--- src/rtl/multicycle_ctrl.sv ---
// Multicycle MIPS-style main controller.
// Moore FSM sequencing fetch, decode, memory, execute and write-back steps,
// with a retired-instruction counter and a sticky illegal-opcode flag.
//
// Memory handshake: in FETCH, MEMRD and MEMWR the strobe (mem_read or
// mem_write) is held asserted every cycle until the memory reports
// mem_ready=1; the access completes on the rising edge where mem_ready=1 and
// the FSM advances on that same edge. mem_ready is ignored in every other
// state.
module multicycle_ctrl #(
    parameter int CNT_W = 16
) (
    input  logic             clk,
    input  logic             rst,
    input  logic [5:0]       opcode,
    input  logic             zero,
    input  logic             mem_ready,
    output logic             mem_read,
    output logic             mem_write,
    output logic             iord,
    output logic             ir_write,
    output logic             reg_dst,
    output logic             mem_to_reg,
    output logic             reg_write,
    output logic             alu_src_a,
    output logic [1:0]       alu_src_b,
    output logic [1:0]       alu_op,
    output logic             pc_write,
    output logic             pc_write_cond,
    output logic [1:0]       pc_source,
    output logic             pc_en,
    output logic [3:0]       state,
    output logic [CNT_W-1:0] retired,
    output logic             illegal
);

    typedef enum logic [3:0] {
        FETCH  = 4'd0,
        DECODE = 4'd1,
        MEMADR = 4'd2,
        MEMRD  = 4'd3,
        MEMWB  = 4'd4,
        MEMWR  = 4'd5,
        EXEC   = 4'd6,
        RWB    = 4'd7,
        BRANCH = 4'd8,
        JUMP   = 4'd9,
        IMMEX  = 4'd10,
        IMMWB  = 4'd11
    } state_t;

    localparam logic [5:0] OP_RTYPE = 6'h00;
    localparam logic [5:0] OP_LW    = 6'h23;
    localparam logic [5:0] OP_SW    = 6'h2B;
    localparam logic [5:0] OP_BEQ   = 6'h04;
    localparam logic [5:0] OP_J     = 6'h02;
    localparam logic [5:0] OP_ADDI  = 6'h08;

    state_t           state_q, state_d;
    logic [CNT_W-1:0] retired_q;
    logic             illegal_q;
    logic             retire;   // current instruction finishes on this edge
    logic             bad_op;   // DECODE saw an unrecognised opcode

    // Next-state selection; opcode is only looked at in DECODE and MEMADR.
    always_comb begin
        state_d = state_q;
        retire  = 1'b0;
        bad_op  = 1'b0;
        case (state_q)
            FETCH:  if (mem_ready) state_d = DECODE;
            DECODE: begin
                case (opcode)
                    OP_RTYPE:     state_d = EXEC;
                    OP_LW, OP_SW: state_d = MEMADR;
                    OP_BEQ:       state_d = BRANCH;
                    OP_J:         state_d = JUMP;
                    OP_ADDI:      state_d = IMMEX;
                    default: begin
                        state_d = FETCH;
                        bad_op  = 1'b1;
                    end
                endcase
            end
            MEMADR: state_d = (opcode == OP_LW) ? MEMRD : MEMWR;
            MEMRD:  if (mem_ready) state_d = MEMWB;
            MEMWR: begin
                if (mem_ready) begin
                    state_d = FETCH;
                    retire  = 1'b1;
                end
            end
            EXEC:   state_d = RWB;
            IMMEX:  state_d = IMMWB;
            MEMWB, RWB, IMMWB, BRANCH, JUMP: begin
                state_d = FETCH;
                retire  = 1'b1;
            end
            default: state_d = FETCH;
        endcase
    end

    // State, retired counter and sticky illegal flag; reset overrides everything.
    always_ff @(posedge clk) begin
        if (!rst) begin
            state_q   <= FETCH;
            retired_q <= '0;
            illegal_q <= 1'b0;
        end else begin
            state_q <= state_d;
            if (retire) retired_q <= retired_q + CNT_W'(1);
            if (bad_op) illegal_q <= 1'b1;
        end
    end

    // Moore output decode, gated to all-zero while reset is held low.
    always_comb begin
        mem_read      = 1'b0;
        mem_write     = 1'b0;
        iord          = 1'b0;
        ir_write      = 1'b0;
        reg_dst       = 1'b0;
        mem_to_reg    = 1'b0;
        reg_write     = 1'b0;
        alu_src_a     = 1'b0;
        alu_src_b     = 2'b00;
        alu_op        = 2'b00;
        pc_write      = 1'b0;
        pc_write_cond = 1'b0;
        pc_source     = 2'b00;
        if (rst) begin
            case (state_q)
                FETCH: begin
                    mem_read  = 1'b1;
                    alu_src_b = 2'b01;
                    ir_write  = mem_ready;
                    pc_write  = mem_ready;
                end
                DECODE: alu_src_b = 2'b11;
                MEMADR: begin
                    alu_src_a = 1'b1;
                    alu_src_b = 2'b10;
                end
                MEMRD: begin
                    mem_read = 1'b1;
                    iord     = 1'b1;
                end
                MEMWB: begin
                    mem_to_reg = 1'b1;
                    reg_write  = 1'b1;
                end
                MEMWR: begin
                    mem_write = 1'b1;
                    iord      = 1'b1;
                end
                EXEC: begin
                    alu_src_a = 1'b1;
                    alu_op    = 2'b10;
                end
                RWB: begin
                    reg_dst   = 1'b1;
                    reg_write = 1'b1;
                end
                BRANCH: begin
                    alu_src_a     = 1'b1;
                    alu_op        = 2'b01;
                    pc_source     = 2'b01;
                    pc_write_cond = 1'b1;
                end
                JUMP: begin
                    pc_source = 2'b10;
                    pc_write  = 1'b1;
                end
                IMMEX: begin
                    alu_src_a = 1'b1;
                    alu_src_b = 2'b10;
                end
                IMMWB: reg_write = 1'b1;
                default: ;
            endcase
        end
    end

    assign pc_en   = pc_write | (pc_write_cond & zero);
    assign state   = state_q;
    assign retired = retired_q;
    assign illegal = illegal_q;

endmodule

--- config.mk ---
export PLATFORM = sky130hd
export DESIGN_NAME = multicycle_ctrl
export DESIGN_NICKNAME = d
export VERILOG_FILES = /design/src/rtl/multicycle_ctrl.sv
export SDC_FILE = /design/constraint.sdc
export NUM_CORES = 1
export LEC_CHECK = 0
export ABC_AREA = 1
export CAP_MARGIN = 20
export CORE_MARGIN = 2
export CORE_UTILIZATION = 43
export DETAILED_ROUTE_END_ITERATION = 8
export PLACE_DENSITY = 0.76
export SYNTH_ARGS = -nofsm -noshare
export SYNTH_HDL_FRONTEND = slang
export SYNTH_SLANG_ARGS = --single-unit
--- constraint.sdc ---
create_clock -name clk -period 1.37 [get_ports clk]
set_input_delay 0.137 -clock clk [delete_from_list [all_inputs] [get_ports clk]]
set_output_delay 0.137 -clock clk [all_outputs]
set_load 0.03 [all_outputs]
Word-level counts from Yosys, hierarchy flattened

Cells that the tools add are included.

Reductions and logical operators: 11
Muxes and demuxes: 36
Add/subtract/negate cells: 1
Eq/ne operators: 19
Bitwise logic cells: 2

Operator list:

| operator                | number |
|---|---|
| $pmux W4 S7             | 1 |
| $mux W1                 | 22 |
| $pmux W4 S5             | 1 |
| $add A16 B1 Y16 const B | 1 |
| $eq A4 B3 Y1 const B    | 4 |
| $eq A4 B4 Y1 const B    | 4 |
| $eq A6 B6 Y1 const B    | 2 |
| $mux W4                 | 3 |
| $eq A4 B2 Y1 const B    | 2 |
| $pmux W2 S2             | 2 |
| $reduce_or A2 Y1        | 4 |
| $eq A6 B2 Y1 const B    | 1 |
| $eq A6 B3 Y1 const B    | 1 |
| $eq A6 B4 Y1 const B    | 1 |
| $logic_not A6 Y1        | 1 |
| $mux W2                 | 3 |
| $ne A2 B2 Y1 const B    | 3 |
| $pmux W2 S3             | 1 |
| $reduce_or A6 Y1        | 1 |
| $reduce_or A5 Y1        | 1 |
| $eq A4 B1 Y1 const B    | 1 |
| $logic_not A4 Y1        | 1 |
| $pmux W1 S2             | 2 |
| $reduce_or A4 Y1        | 1 |
| 5 further kinds         | 5 |

Bits in registers: 21
Word-level logic and storage cells: 72
Input port bits: 10
Output and inout port bits: 38

Longest topological paths before layout

Gate-level depths: netlist of run 1.

Word-level depth: 5
Gate-level depth with buffers: 10
Gate-level depth less buffers: 10

Worst setup path after synthesis of run 1

Ideal clock, no wire load.

Path type: reg-to-output
Start point: register state_q[0] (netlist: state[0])
End point: output port pc_en
Buffers on the path: 0
Data arrival time: 1.989 ns
Required time: 1.233 ns
Cell stages (with the launch flop): 6
Path slack: -0.756 ns
Cell sequence: dfxtp_1 > nand2_1 > inv_1 > nand2_1 > o21ai_0 > a21o_1

Elaborated cells on any way between the ends: 9
Those cells by class: eq/ne (2); mux (4); bitwise (2); reduce/logical (1)

RTL lines:

| element                                          | line | text |
|---|---|---|
| start: declaration                               | 59   | `state_t state_q, state_d;` |
| start signal: assignment                         | 110  | `state_q <= state_d;` |
| $eq A4 B4 Y1 or $logic_not A4 Y1 (tied branches) | 132  | `case (state_q)` |
| $pmux W1 S2 (*)                                  | 132  |  |
| $mux W1 (*)                                      | 131  | `if (rst) begin` |
| net pc_write                                     | 28   | `output logic pc_write,` |
| $or A1 B1 Y1 (*)                                 | 184  | `assign pc_en = pc_write \| (pc_write_cond & zero);` |
| end: declaration                                 | 31   | `output logic pc_en,` |

The timed path passes the listed nets; every way through them passes the cells marked *.

Worst setup path after layout of run 1

Start point: register state_q[3] (netlist: state[3])
End point: output port pc_en

Cells in the longest elaborated chain, start to end: 5
Elaborated cells on any way between the ends: 9
Those cells by class: eq/ne (2); mux (4); bitwise (2); reduce/logical (1)

RTL lines:

| element          | line |
|---|---|
| $eq A4 B4 Y1     | 132 |
| $mux W1          | 132 |
| $mux W1          | 131 |
| $and A1 B1 Y1    | 184 |
| $or A1 B1 Y1 (*) | 184 |

Mark *: on every way between the ends. The rest lies on a longest branch, timed or not.

==> impl_results.html, run 1 <==
<table>
<tr><th>Metric</th><th>Value</th></tr>
<tr><th colspan="2">Flow run</th></tr>
<tr><td>Max-cap violation count</td><td>0</td></tr>
<tr><th colspan="2">Yosys</th></tr>
<tr><td>Cell area after technology mapping</td><td>approximately 1700 sq um</td></tr>
<tr><td>Post-synthesis async set-or-reset flop share</td><td>0</td></tr>
<tr><td>Synthesized-area fraction occupied by xor and xnor cells</td><td>0.0312</td></tr>
<tr><td>Synth Flop Type</td><td>dfxtp_1</td></tr>
<tr><td>Simple-gate share of the synthesized area</td><td>0.481</td></tr>
<tr><td>Dominant cells by area after synthesis</td><td>dfxtp_1, nand2_1, nor2_1</td></tr>
<tr><td>Yosys top cell area share</td><td>0.249</td></tr>
<tr><td>Share of the yosys chip area belonging to registers</td><td>0.249</td></tr>
<tr><td>Ys Warns</td><td>0</td></tr>
<tr><td>Count of unique library cells instantiated by Yosys</td><td>27</td></tr>
<tr><td>Library cell occupying the most area in the post-synthesis netlist</td><td>dfxtp_1</td></tr>
<tr><td>Count of flip-flops with a built-in enable after synthesis</td><td>0</td></tr>
<tr><td>Adder and majority cell fraction of the synthesized area</td><td>0.00742</td></tr>
<tr><td>Largest family of logic cells by synthesized area</td><td>simple AND/OR/NAND/NOR gates</td></tr>
<tr><td>Average instance area after synthesis</td><td>around 6.4 sq um</td></tr>
<tr><td>Post-synthesis net count</td><td>274</td></tr>
<tr><td>Flops &amp; latches, synth</td><td>21</td></tr>
<tr><td>Area fraction in compound gates after synthesis</td><td>0.129</td></tr>
<tr><td>Mux share of post-synthesis cell area</td><td>0</td></tr>
<tr><td>Synthesized instance count</td><td>approximately 260</td></tr>
<tr><th colspan="2">Route</th></tr>
<tr><td>Via count</td><td>between 2,000 and 2,500</td></tr>
<tr><td>Total wirelength of the detailed-routed design</td><td>just under 8 mm</td></tr>
<tr><td>Per-cell routed wire length</td><td>19.1 microns</td></tr>
<tr><td>Residual DRC count</td><td>0</td></tr>
<tr><td>Remaining number of nets flagged by the antenna check after routing</td><td>0</td></tr>
<tr><td>Vias per cell</td><td>a little under 6</td></tr>
<tr><td>Initial DRC Count</td><td>between 300 and 400</td></tr>
<tr><td>First-pass detailed-route iteration total</td><td>6</td></tr>
<tr><th colspan="2">Outcome</th></tr>
<tr><td>Violations in the final reports</td><td>setup timing</td></tr>
<tr><td>Status</td><td>finished, violations left</td></tr>
<tr><th colspan="2">Clocking</th></tr>
<tr><td>Count of hold-fix buffers inserted at cts</td><td>0</td></tr>
<tr><td>Cell at the root of the clock tree</td><td>clkbuf_8</td></tr>
<tr><td>Cts bufs inserted</td><td>3</td></tr>
<tr><td>Number of H-tree levels</td><td>1</td></tr>
<tr><td>Insertion delay of the later-clocked pin in the worst-skew pair</td><td>between 200 and 300 ps</td></tr>
<tr><td># clock sinks</td><td>21</td></tr>
<tr><td>Clock transition at the registers of the reported paths</td><td>approximately 90 ps</td></tr>
<tr><td>Clock tree from TritonCTS</td><td>done</td></tr>
<tr><td>Clock buffer depth</td><td>2</td></tr>
<tr><th colspan="2">Setup path</th></tr>
<tr><td>Worst EP required</td><td>around 1200 ps</td></tr>
<tr><td>Slack of the worst reg-to-reg path</td><td>-220 ps</td></tr>
<tr><td>Biggest fanout along the worst timing path</td><td>3</td></tr>
<tr><td>Crit path from</td><td>state[3]</td></tr>
<tr><td>Arrival @ worst endpoint</td><td>~1500 ps</td></tr>
<tr><td>Endpoint kind of the worst setup timing path</td><td>output port</td></tr>
<tr><td>Critical path class</td><td>reg -&gt; out</td></tr>
<tr><td>Reg2reg start</td><td>state[3]</td></tr>
<tr><td>CP startpoint kind</td><td>flip-flop</td></tr>
<tr><th colspan="2">Min path</th></tr>
<tr><td>Worst hold path class</td><td>reg -&gt; reg</td></tr>
<tr><td>Worst min-delay path startpoint</td><td>illegal</td></tr>
<tr><th colspan="2">Layout</th></tr>
<tr><td>Layout cell share with drive strength beyond 1</td><td>0.495</td></tr>
<tr><td>Ant diodes</td><td>0</td></tr>
<tr><td>Final standard cell area without fillers</td><td>approximately 3100 sq um</td></tr>
<tr><td>Total number of nets in the final design</td><td>380</td></tr>
<tr><td>Area Growth Syn to Fin</td><td>82.9%</td></tr>
<tr><th colspan="2">STA</th></tr>
<tr><td>Clock tree skew after final layout</td><td>11.0 ps</td></tr>
<tr><td>Slew at the pin with the worst max-slew slack</td><td>approximately 470 ps</td></tr>
<tr><td>Final setup violation count</td><td>35</td></tr>
<tr><td>Shortest period the worst path allows</td><td>approximately 1700 ps</td></tr>
<tr><td>Upper clock frequency limit</td><td>roughly 0.60 GHz</td></tr>
<tr><td>Count of final max-slew check failures</td><td>0</td></tr>
<tr><td>Relative slew slack</td><td>0.689</td></tr>
<tr><td>Worst path setup slack after routing</td><td>-305 ps</td></tr>
<tr><td>Final hold violations</td><td>0</td></tr>
<tr><td>RSZ-0062 raised after global routing</td><td>yes</td></tr>
<tr><td>Period utilization</td><td>1.22</td></tr>
<tr><td>Final hold slack</td><td>452 ps</td></tr>
<tr><th colspan="2">Pwr</th></tr>
<tr><td>Overall power of the completed layout</td><td>roughly 1.4 mW</td></tr>
<tr><td>Total power density per cell area</td><td>461 nW/um^2</td></tr>
<tr><td>Leakage power</td><td>approximately 1.5 nW</td></tr>
<tr><td>Worst vdd rail ir drop</td><td>391 uV</td></tr>
<tr><th colspan="2">Placed design</th></tr>
<tr><td>Buffers added on ports</td><td>47</td></tr>
<tr><td>Total half-perimeter wirelength after legalization and detailed placement</td><td>between 3 and 4 mm</td></tr>
<tr><td>GP Congestion</td><td>0.866</td></tr>
<tr><td>Setup WS pre-CTS</td><td>-99.9 ps</td></tr>
<tr><td>Standard cell area after detailed placement</td><td>approximately 2500 sq um</td></tr>
<tr><th colspan="2">Global route</th></tr>
<tr><td>GRT met2 Usage</td><td>0.501</td></tr>
<tr><td>Remaining global-route overflow</td><td>0</td></tr>
<tr><td>Number of global-route vias before repair</td><td>2,108</td></tr>
<tr><td>Wire length of the first global-routing pass</td><td>around 9.5 mm</td></tr>
<tr><td>All-layer global routing usage</td><td>0.280</td></tr>
<tr><td>Met1 track demand over resource</td><td>0.317</td></tr>
<tr><td>Number of antenna violations at the first check in global routing</td><td>0</td></tr>
<tr><td>Routing usage on met3</td><td>0.0355</td></tr>
<tr><td>Layer with the highest usage</td><td>met2</td></tr>
<tr><td>Largest net degree at the start of global routing</td><td>14</td></tr>
<tr><th colspan="2">Die</th></tr>
<tr><td>Effective utilization at floorplan</td><td>0.454</td></tr>
<tr><td>Width of the die</td><td>about 67 microns</td></tr>
<tr><td>Top-Level Pins</td><td>48</td></tr>
<tr><td>Die Area</td><td>around 4400 sq um</td></tr>
<tr><td>Vertical extent of the die</td><td>between 60 and 70 microns</td></tr>
<tr><td>Placeable Area</td><td>around 3700 sq um</td></tr>
<tr><td>Number of core rows</td><td>22</td></tr>
</table>
==> worst paths after layout <==
path | end | cells after the start
worst max-delay path | pc_en | 8
worst min-delay path | illegal | 2
worst max register to register | retired[11] | 9
worst min register to register | illegal | 2
==> synthesized netlist by cell type (2+ instances only) <==
master	number
inv_1	27
xor2_1	3
nand4_1	8
a21oi_1	13
buf_1	2
buf_2	2
nand2_1	70
nand3_1	28
a21oi_2	10
o21ai_0	6
dfxtp_1	21
xnor2_1	3
nand2_8	2
nor2_4	2
nor3_1	3
nor2_1	39
nand2_4	12
inv_2	3
==> metrics by stage <==
stage,utilization,setup TNS [ps],std cells
floorplan,-,-1000,263
global placement,0.662,-96.7,383
detailed placement,0.662,-185,383
CTS,0.741,-2540,400
global route,0.830,-7210,416
finish,0.830,-6200,416
==> what timing repair did <==
| item | in CTS | in global routing |
|---|---|---|
| gates cloned | 0 | 2 |
| endpoints found under the setup margin | 39 | 37 |
| setup buffers | 13 | 14 |
| resized for setup | 78 | 60 |
| pin swaps | 13 | 17 |
==> per-layer routing <==
metal / vias to the layer above / wire (microns) / share of wire
met5: - / 0 / 0
met4: 0 / 559 / 0.070
met3: 68 / 767 / 0.097
met2: 188 / 3840 / 0.48
met1: 1130 / 2770 / 0.35
li1: 1055 / - / -
==> registers in the layout (all words and copies together) (netlist names) <==
signal,count
retired,16
state,4
illegal,1
==> layout by cell type, fill, tap and decap left out, drive strengths merged <==
cell type / netlist / layout
nand2: 84 / 85
buf: 6 / 77
nor2: 41 / 41
inv: 31 / 31
nand3: 28 / 28
a21oi: 23 / 23
dfxtp: 21 / 21
dlygate4sd2: 0 / 19
clkdlybuf4s50: 0 / 9
nand4: 8 / 8
o21ai: 6 / 6
clkbuf: 1 / 5
xor2: 3 / 3
nor3: 3 / 3
xnor2: 3 / 3
clkinv: 1 / 1
a21o: 1 / 1
o211ai: 1 / 1
a31oi: 1 / 1
ha: 1 / 1
clkdlybuf4s15: 0 / 1
==> logic make-up (layout without fill, tap and decap cells) <==
logic type                 after synthesis  in the layout
and+or+nand+nor                        164            165
buffers and inverters                   39            143
AOI/OAI and AO/OA                       32             32
DFF                                     21             21
xor gates and xnor gates                 6              6
adders and majority gates                1              1
==> worst max-delay path, stage by stage (launching register included) <==
cell     delay, ps
dfxtp_4        390
inv_4           50
nor2_4         120
inv_2           80
nor3_4         130
nand2_2        130
inv_2           90
a21o_2         150
buf_6          130
==> layout make-up <==
cell class | instances | area, sq um
Clock buffer | 4 | 45.0
Fill cell | 206 | 631
Inverter | 32 | 141
Multi-Input combinational cell | 204 | 1380
Sequential cell | 21 | 453
Tap cell | 48 | 60.1
Timing Repair Buffer | 107 | 1010
==> power by group <==
part	leakage [nW]	switching [mW]	internal (mW)
Combinational	1.31	0.200	0.152
Clock	0.0228	0.241	0.209
Sequential	0.178	0.0127	0.608
Total	1.51	0.453	0.969
Note: power is estimated with default switching activity, not from simulation.
==> inputs of run 2 (changes only) <==
Settings changed: CORE_ASPECT_RATIO from default to 1.5, HOLD_SLACK_MARGIN from default to 0.03.
==> run 2 against run 1 <==
The run still ends with setup timing left; critical path depth decreased by 1; power decreased by 3.7%; clock power is 1% lower; utilization decreased by 3.3 points; critical path type unchanged; largest power group unchanged.
==> impl_results.html, run 2 (same netlist as run 1, synthesis figures left out) <==
<table>
<tr><th>Metric</th><th>Value</th></tr>
<tr><th colspan="2">Outcome</th></tr>
<tr><td>Status</td><td>finished, violations left</td></tr>
<tr><td>Violations in the final reports</td><td>setup timing</td></tr>
<tr><th colspan="2">Pwr</th></tr>
<tr><td>Switch share</td><td>0.312</td></tr>
<tr><td>Worst vdd rail ir drop</td><td>379 uV</td></tr>
<tr><td>Total power density per cell area</td><td>between 400 and 500 nW/um^2</td></tr>
<tr><td>Combinational share of power</td><td>0.224</td></tr>
<tr><td>Leakage power</td><td>1.50 nW</td></tr>
<tr><td>Overall power of the completed layout</td><td>between 1 and 1.5 mW</td></tr>
<tr><td>Clock share of power</td><td>0.323</td></tr>
<tr><td>Total net switching power</td><td>between 0.4 and 0.5 mW</td></tr>
<tr><td>Sequential fraction of design power</td><td>0.452</td></tr>
<tr><td>Pint</td><td>roughly 0.94 mW</td></tr>
<tr><th colspan="2">Die</th></tr>
<tr><td>Die Area</td><td>around 4400 sq um</td></tr>
<tr><td>Vertical extent of the die</td><td>approximately 81 microns</td></tr>
<tr><td>Top-Level Pins</td><td>between 40 and 50</td></tr>
<tr><td>Placeable Area</td><td>between 3000 and 4000 sq um</td></tr>
<tr><td>Number of core rows</td><td>27</td></tr>
<tr><td>Width of the die</td><td>~55 microns</td></tr>
<tr><td>Effective utilization at floorplan</td><td>0.454</td></tr>
<tr><th colspan="2">Global route</th></tr>
<tr><td>Number of antenna violations at the first check in global routing</td><td>0</td></tr>
<tr><td>All-layer global routing usage</td><td>0.282</td></tr>
<tr><td>Wire length of the first global-routing pass</td><td>9.09 mm</td></tr>
<tr><td>Number of global-route vias before repair</td><td>2,037</td></tr>
<tr><td>Remaining global-route overflow</td><td>0</td></tr>
<tr><td>Largest net degree at the start of global routing</td><td>17</td></tr>
<tr><th colspan="2">STA</th></tr>
<tr><td>Upper clock frequency limit</td><td>~0.6 GHz</td></tr>
<tr><td>Relative slew slack</td><td>0.768</td></tr>
<tr><td>Period utilization</td><td>1.19</td></tr>
<tr><td>RSZ-0062 raised after global routing</td><td>yes</td></tr>
<tr><td>Slew at the pin with the worst max-slew slack</td><td>346 ps</td></tr>
<tr><td>Clock tree skew after final layout</td><td>1.73 ps</td></tr>
<tr><td>Shortest period the worst path allows</td><td>roughly 1600 ps</td></tr>
<tr><td>Final hold violations</td><td>0</td></tr>
<tr><td>Count of final max-slew check failures</td><td>0</td></tr>
<tr><td>Final setup violation count</td><td>32</td></tr>
<tr><td>Worst path setup slack after routing</td><td>-255 ps</td></tr>
<tr><th colspan="2">Placed design</th></tr>
<tr><td>Total half-perimeter wirelength after legalization and detailed placement</td><td>about 3.8 mm</td></tr>
<tr><td>Buffers added on ports</td><td>47</td></tr>
<tr><td>GP Congestion</td><td>0.886</td></tr>
<tr><td>Setup WS pre-CTS</td><td>-68.7 ps</td></tr>
<tr><th colspan="2">Setup path</th></tr>
<tr><td>Number of cell instances on the worst register-to-register path</td><td>10</td></tr>
<tr><td>Critical R2R Capture</td><td>retired[15]</td></tr>
<tr><td>Critical path class</td><td>reg -&gt; out</td></tr>
<tr><td>Worst EP required</td><td>1230 ps</td></tr>
<tr><td>Arrival @ worst endpoint</td><td>roughly 1500 ps</td></tr>
<tr><td>Slack of the worst reg-to-reg path</td><td>-140 ps</td></tr>
<tr><td>Endpoint kind of the worst setup timing path</td><td>output port</td></tr>
<tr><td>Crit path from</td><td>state[2]</td></tr>
<tr><td>Reg2reg start</td><td>state[3]</td></tr>
<tr><td>Biggest fanout along the worst timing path</td><td>5</td></tr>
<tr><td>CP startpoint kind</td><td>flip-flop</td></tr>
<tr><td>Capturing element of the worst setup path</td><td>pc_source[0]</td></tr>
<tr><th colspan="2">Route</th></tr>
<tr><td>Residual DRC count</td><td>0</td></tr>
<tr><td>Total wirelength of the detailed-routed design</td><td>between 6 and 7 mm</td></tr>
<tr><td>Vias per cell</td><td>approximately 5.5</td></tr>
<tr><td>Per-cell routed wire length</td><td>about 16 microns</td></tr>
<tr><td>Via count</td><td>2,166</td></tr>
<tr><td>First-pass detailed-route iteration total</td><td>4</td></tr>
<tr><td>Remaining number of nets flagged by the antenna check after routing</td><td>0</td></tr>
<tr><td>Initial DRC Count</td><td>46</td></tr>
<tr><th colspan="2">Clocking</th></tr>
<tr><td>Clock transition at the registers of the reported paths</td><td>90 ps</td></tr>
<tr><td>Insertion delay of the later-clocked pin in the worst-skew pair</td><td>270 ps</td></tr>
<tr><td># clock sinks</td><td>21</td></tr>
<tr><td>Clock tree from TritonCTS</td><td>done</td></tr>
<tr><td>Count of hold-fix buffers inserted at cts</td><td>0</td></tr>
<tr><td>Cts bufs inserted</td><td>3</td></tr>
<tr><td>Cell at the root of the clock tree</td><td>clkbuf_8</td></tr>
<tr><td>Clock buffer depth</td><td>2</td></tr>
<tr><td>Number of H-tree levels</td><td>1</td></tr>
<tr><th colspan="2">Flow run</th></tr>
<tr><td>Max-cap violation count</td><td>0</td></tr>
<tr><th colspan="2">Min path</th></tr>
<tr><td>Worst hold path class</td><td>in -&gt; reg</td></tr>
<tr><th colspan="2">Layout</th></tr>
<tr><td>Ant diodes</td><td>0</td></tr>
<tr><td>Core Util, Final</td><td>0.797</td></tr>
<tr><td>Flip-flop count of the largest register, all copies and words added</td><td>16</td></tr>
<tr><td>Area Growth Syn to Fin</td><td>75.7%</td></tr>
<tr><td>Commonest cells after routing, fill and taps aside</td><td>nand2_1, buf_4, buf_6, nor2_1, nand3_1</td></tr>
<tr><td>Most frequent standard cell in the layout excluding fill and tap cells</td><td>nand2_1</td></tr>
<tr><td>Layout cell share with drive strength beyond 1</td><td>0.475</td></tr>
<tr><td>Total number of nets in the final design</td><td>366</td></tr>
</table>
run 2: area by class of cell:
type                    instances  area, sq um
clock buffers                   3         41.3
clock inverters                 1         5.00
fillers                       241          753
inverters                      32          136
multi-input cells             204         1350
flip-flops and latches         21          449
well taps                      43         53.8
repair buffers                 93          926
run 2: power groups by stage:
| stage | sequential (mW) | clock [mW] | combinational (mW) |
|---|---|---|---|
| after detailed placement | 0.632 | 0 | 0.235 |
| after CTS | 0.619 | 0.443 | 0.266 |
| after global placement | 0.632 | 0 | 0.234 |
| final | 0.619 | 0.443 | 0.307 |
| after floorplan | 0.645 | 0 | 0.114 |
| after global routing | 0.620 | 0.470 | 0.325 |
run 2: worst min path at each step:
stage,start,end,slack (ps),cells after the start
3_5_place_dp,illegal,illegal,450,2
5_1_grt,rst,retired[1],330,4
6_report,rst,retired[1],330,4
2_1_floorplan,mem_ready,state[2],350,3
3_3_place_gp,illegal,illegal,440,2
4_1_cts,illegal,illegal,460,2
run 2: repair_timing:
item	4_1_cts	5_1_grt
buffers inserted	14	6
pin swaps	16	18
endpoints found under the hold margin	0	0
endpoints found under the setup margin	53	38
cloned	2	0
resized for setup	85	42
run 2: routing by layer:
| metal | up-vias | GRT usage | part of all wire |
|---|---|---|---|
| li1 | 1030 | - | - |
| met5 | - | 0 | 0 |
| met3 | 27 | 0.0428 | 0.053 |
| met4 | 0 | 0.117 | 0.054 |
| met1 | 1021 | 0.266 | 0.35 |
| met2 | 88 | 0.557 | 0.55 |
run 2: critical path: stages (launching register included):
cell     delay, ps
dfxtp_4        400
nor2_4         130
inv_2           80
nor3_4         180
nand2_2        100
buf_6          130
inv_4           50
buf_6          130
run 2: stage by stage:
stage | hold slack, ps | setup TNS (ps) | instance area [sq um] | instances
3_3_place_gp | 440 | -295 | 2370 | 371
3_5_place_dp | 454 | -331 | 2370 | 371
4_1_cts | 465 | -1970 | 2760 | 391
5_1_grt | 329 | -6100 | 2960 | 397
2_1_floorplan | 345 | -1000 | 1750 | 263
6_report | 331 | -4380 | 2960 | 397
==> inputs of run 3 (changes only) <==
Settings changed: SLEW_MARGIN from default to 20.
==> results of run 3 <==
The final DEF is identical to that of run 2; final timing and power are the same.
==> RTL change: new RTL, flow settings as in run 3 <==
The parameter `CNT_W` goes from 16 to 32.
--- a/src/rtl/multicycle_ctrl.sv
+++ b/src/rtl/multicycle_ctrl.sv
@@ -10,3 +10,3 @@
 module multicycle_ctrl #(
-    parameter int CNT_W = 16
+    parameter int CNT_W = 32
 ) (
Ports: changed (resized retired); port bits go from 48 to 64. The function was not compared with the original's and may differ.
==> RTL change against run 3 <==
- the flow still finishes with violations (negative setup slack)
- combinational power up 23%
- count of clock-buffer cells in the layout is 5 higher
- worst setup slack better by 0.054 ns
- wire length is 40% higher
- total power increased by 66%
- utilization fell by 1.9 points
- sequential cell count up 16
- first-iteration DRC count increased to 3.6 times the old value
- cell area increased by 43%
- synthesized area rose by 43%
==> RTL change: results (changes against run 3) <==
<table>
<tr><th>Metric</th><th>Value</th></tr>
<tr><th colspan="2">Logic synthesis</th></tr>
<tr><td>Largest cells by area after synthesis</td><td>sky130_fd_sc_hd__dfxtp_1 31%, sky130_fd_sc_hd__nand2_1 22%, sky130_fd_sc_hd__nor2_1 12% (was sky130_fd_sc_hd__dfxtp_1 25%, sky130_fd_sc_hd__nand2_1 16%, sky130_fd_sc_hd__nor2_1 8.7%)</td></tr>
<tr><td>Share of synthesized cell area in full adder, half adder and majority cells</td><td>0.519% (was 0.742%)</td></tr>
<tr><td>Share of the synthesized area in compound gates (AO/OA/AOI/OAI)</td><td>11.0% (was 12.9%)</td></tr>
<tr><th colspan="2">Timing</th></tr>
<tr><td>Minimum setup slack in the final design</td><td>-0.201 ns (was -0.255 ns)</td></tr>
<tr><td>Setup-violating endpoint count in the final report</td><td>44 (was 32)</td></tr>
<tr><td>Slew at the pin with the worst max-slew slack</td><td>0.349 ns (was 0.346 ns)</td></tr>
<tr><th colspan="2">CTS</th></tr>
<tr><td>CTS Buf Count</td><td>5 (was 3)</td></tr>
<tr><td>Max H-tree Level</td><td>2 (was 1)</td></tr>
<tr><th colspan="2">Finish</th></tr>
<tr><td>Fraction of cell area in non-clock buffers</td><td>29.4% (was 31.3%)</td></tr>
<tr><td>Ratio of cells with drive above 1 in the final layout</td><td>40.3% (was 47.5%)</td></tr>
<tr><th colspan="2">Global route</th></tr>
<tr><td>Fraction of met2 tracks used by global routing</td><td>52.1% (was 55.7%)</td></tr>
<tr><th colspan="2">Outcome</th></tr>
<tr><td>Violations in the final reports</td><td>negative setup slack (unchanged)</td></tr>
<tr><td>Result of the run</td><td>finished, violations left (unchanged)</td></tr>
<tr><th colspan="2">Pwr</th></tr>
<tr><td>Worst voltage drop across the vdd grid</td><td>0.379 mV (about the same)</td></tr>
<tr><td>Sequential power share</td><td>47.6% (was 45.2%)</td></tr>
<tr><td>Clock distribution power</td><td>809 uW (was 443 uW)</td></tr>
<tr><td>Share of total power consumed by net switching</td><td>27.5% (was 31.2%)</td></tr>
<tr><th colspan="2">Route</th></tr>
<tr><td>Vias per std cell</td><td>5.20 (was 5.46)</td></tr>
<tr><td>Wire per inst</td><td>14.1 um (was 16.0 um)</td></tr>
<tr><th colspan="2">Placed design</th></tr>
<tr><td>Final weighted congestion of routability-driven global placement</td><td>0.970 (was 0.886)</td></tr>
</table>
==> RTL change: through the flow <==
| stage | std cells | utilization (%) | setup WS [ns] | total power, mW | hold slack [ns] |
|---|---|---|---|---|---|
| after global routing | 631 | 77.9 | -0.243 | 2.35 | 0.469 |
| after detailed placement | 604 | 66.8 | -0.130 | 1.41 | 0.449 |
| final | 631 | 77.9 | -0.201 | 2.27 | 0.454 |
| after global placement | 604 | 66.8 | -0.120 | 1.41 | 0.452 |
| after floorplan | 421 | - | -0.0860 | 1.27 | 0.309 |
| after CTS | 625 | 73.0 | -0.180 | 2.24 | 0.460 |
==> RTL change: what timing repair did <==
| item | CTS | global route |
|---|---|---|
| gates resized for setup | 110 | 67 |
| pin swaps | 23 | 19 |
| setup endpoints to repair | 89 | 53 |
| gates cloned | 2 | 0 |
| buffers inserted | 13 | 7 |
| hold endpoints to repair | 0 | 0 |
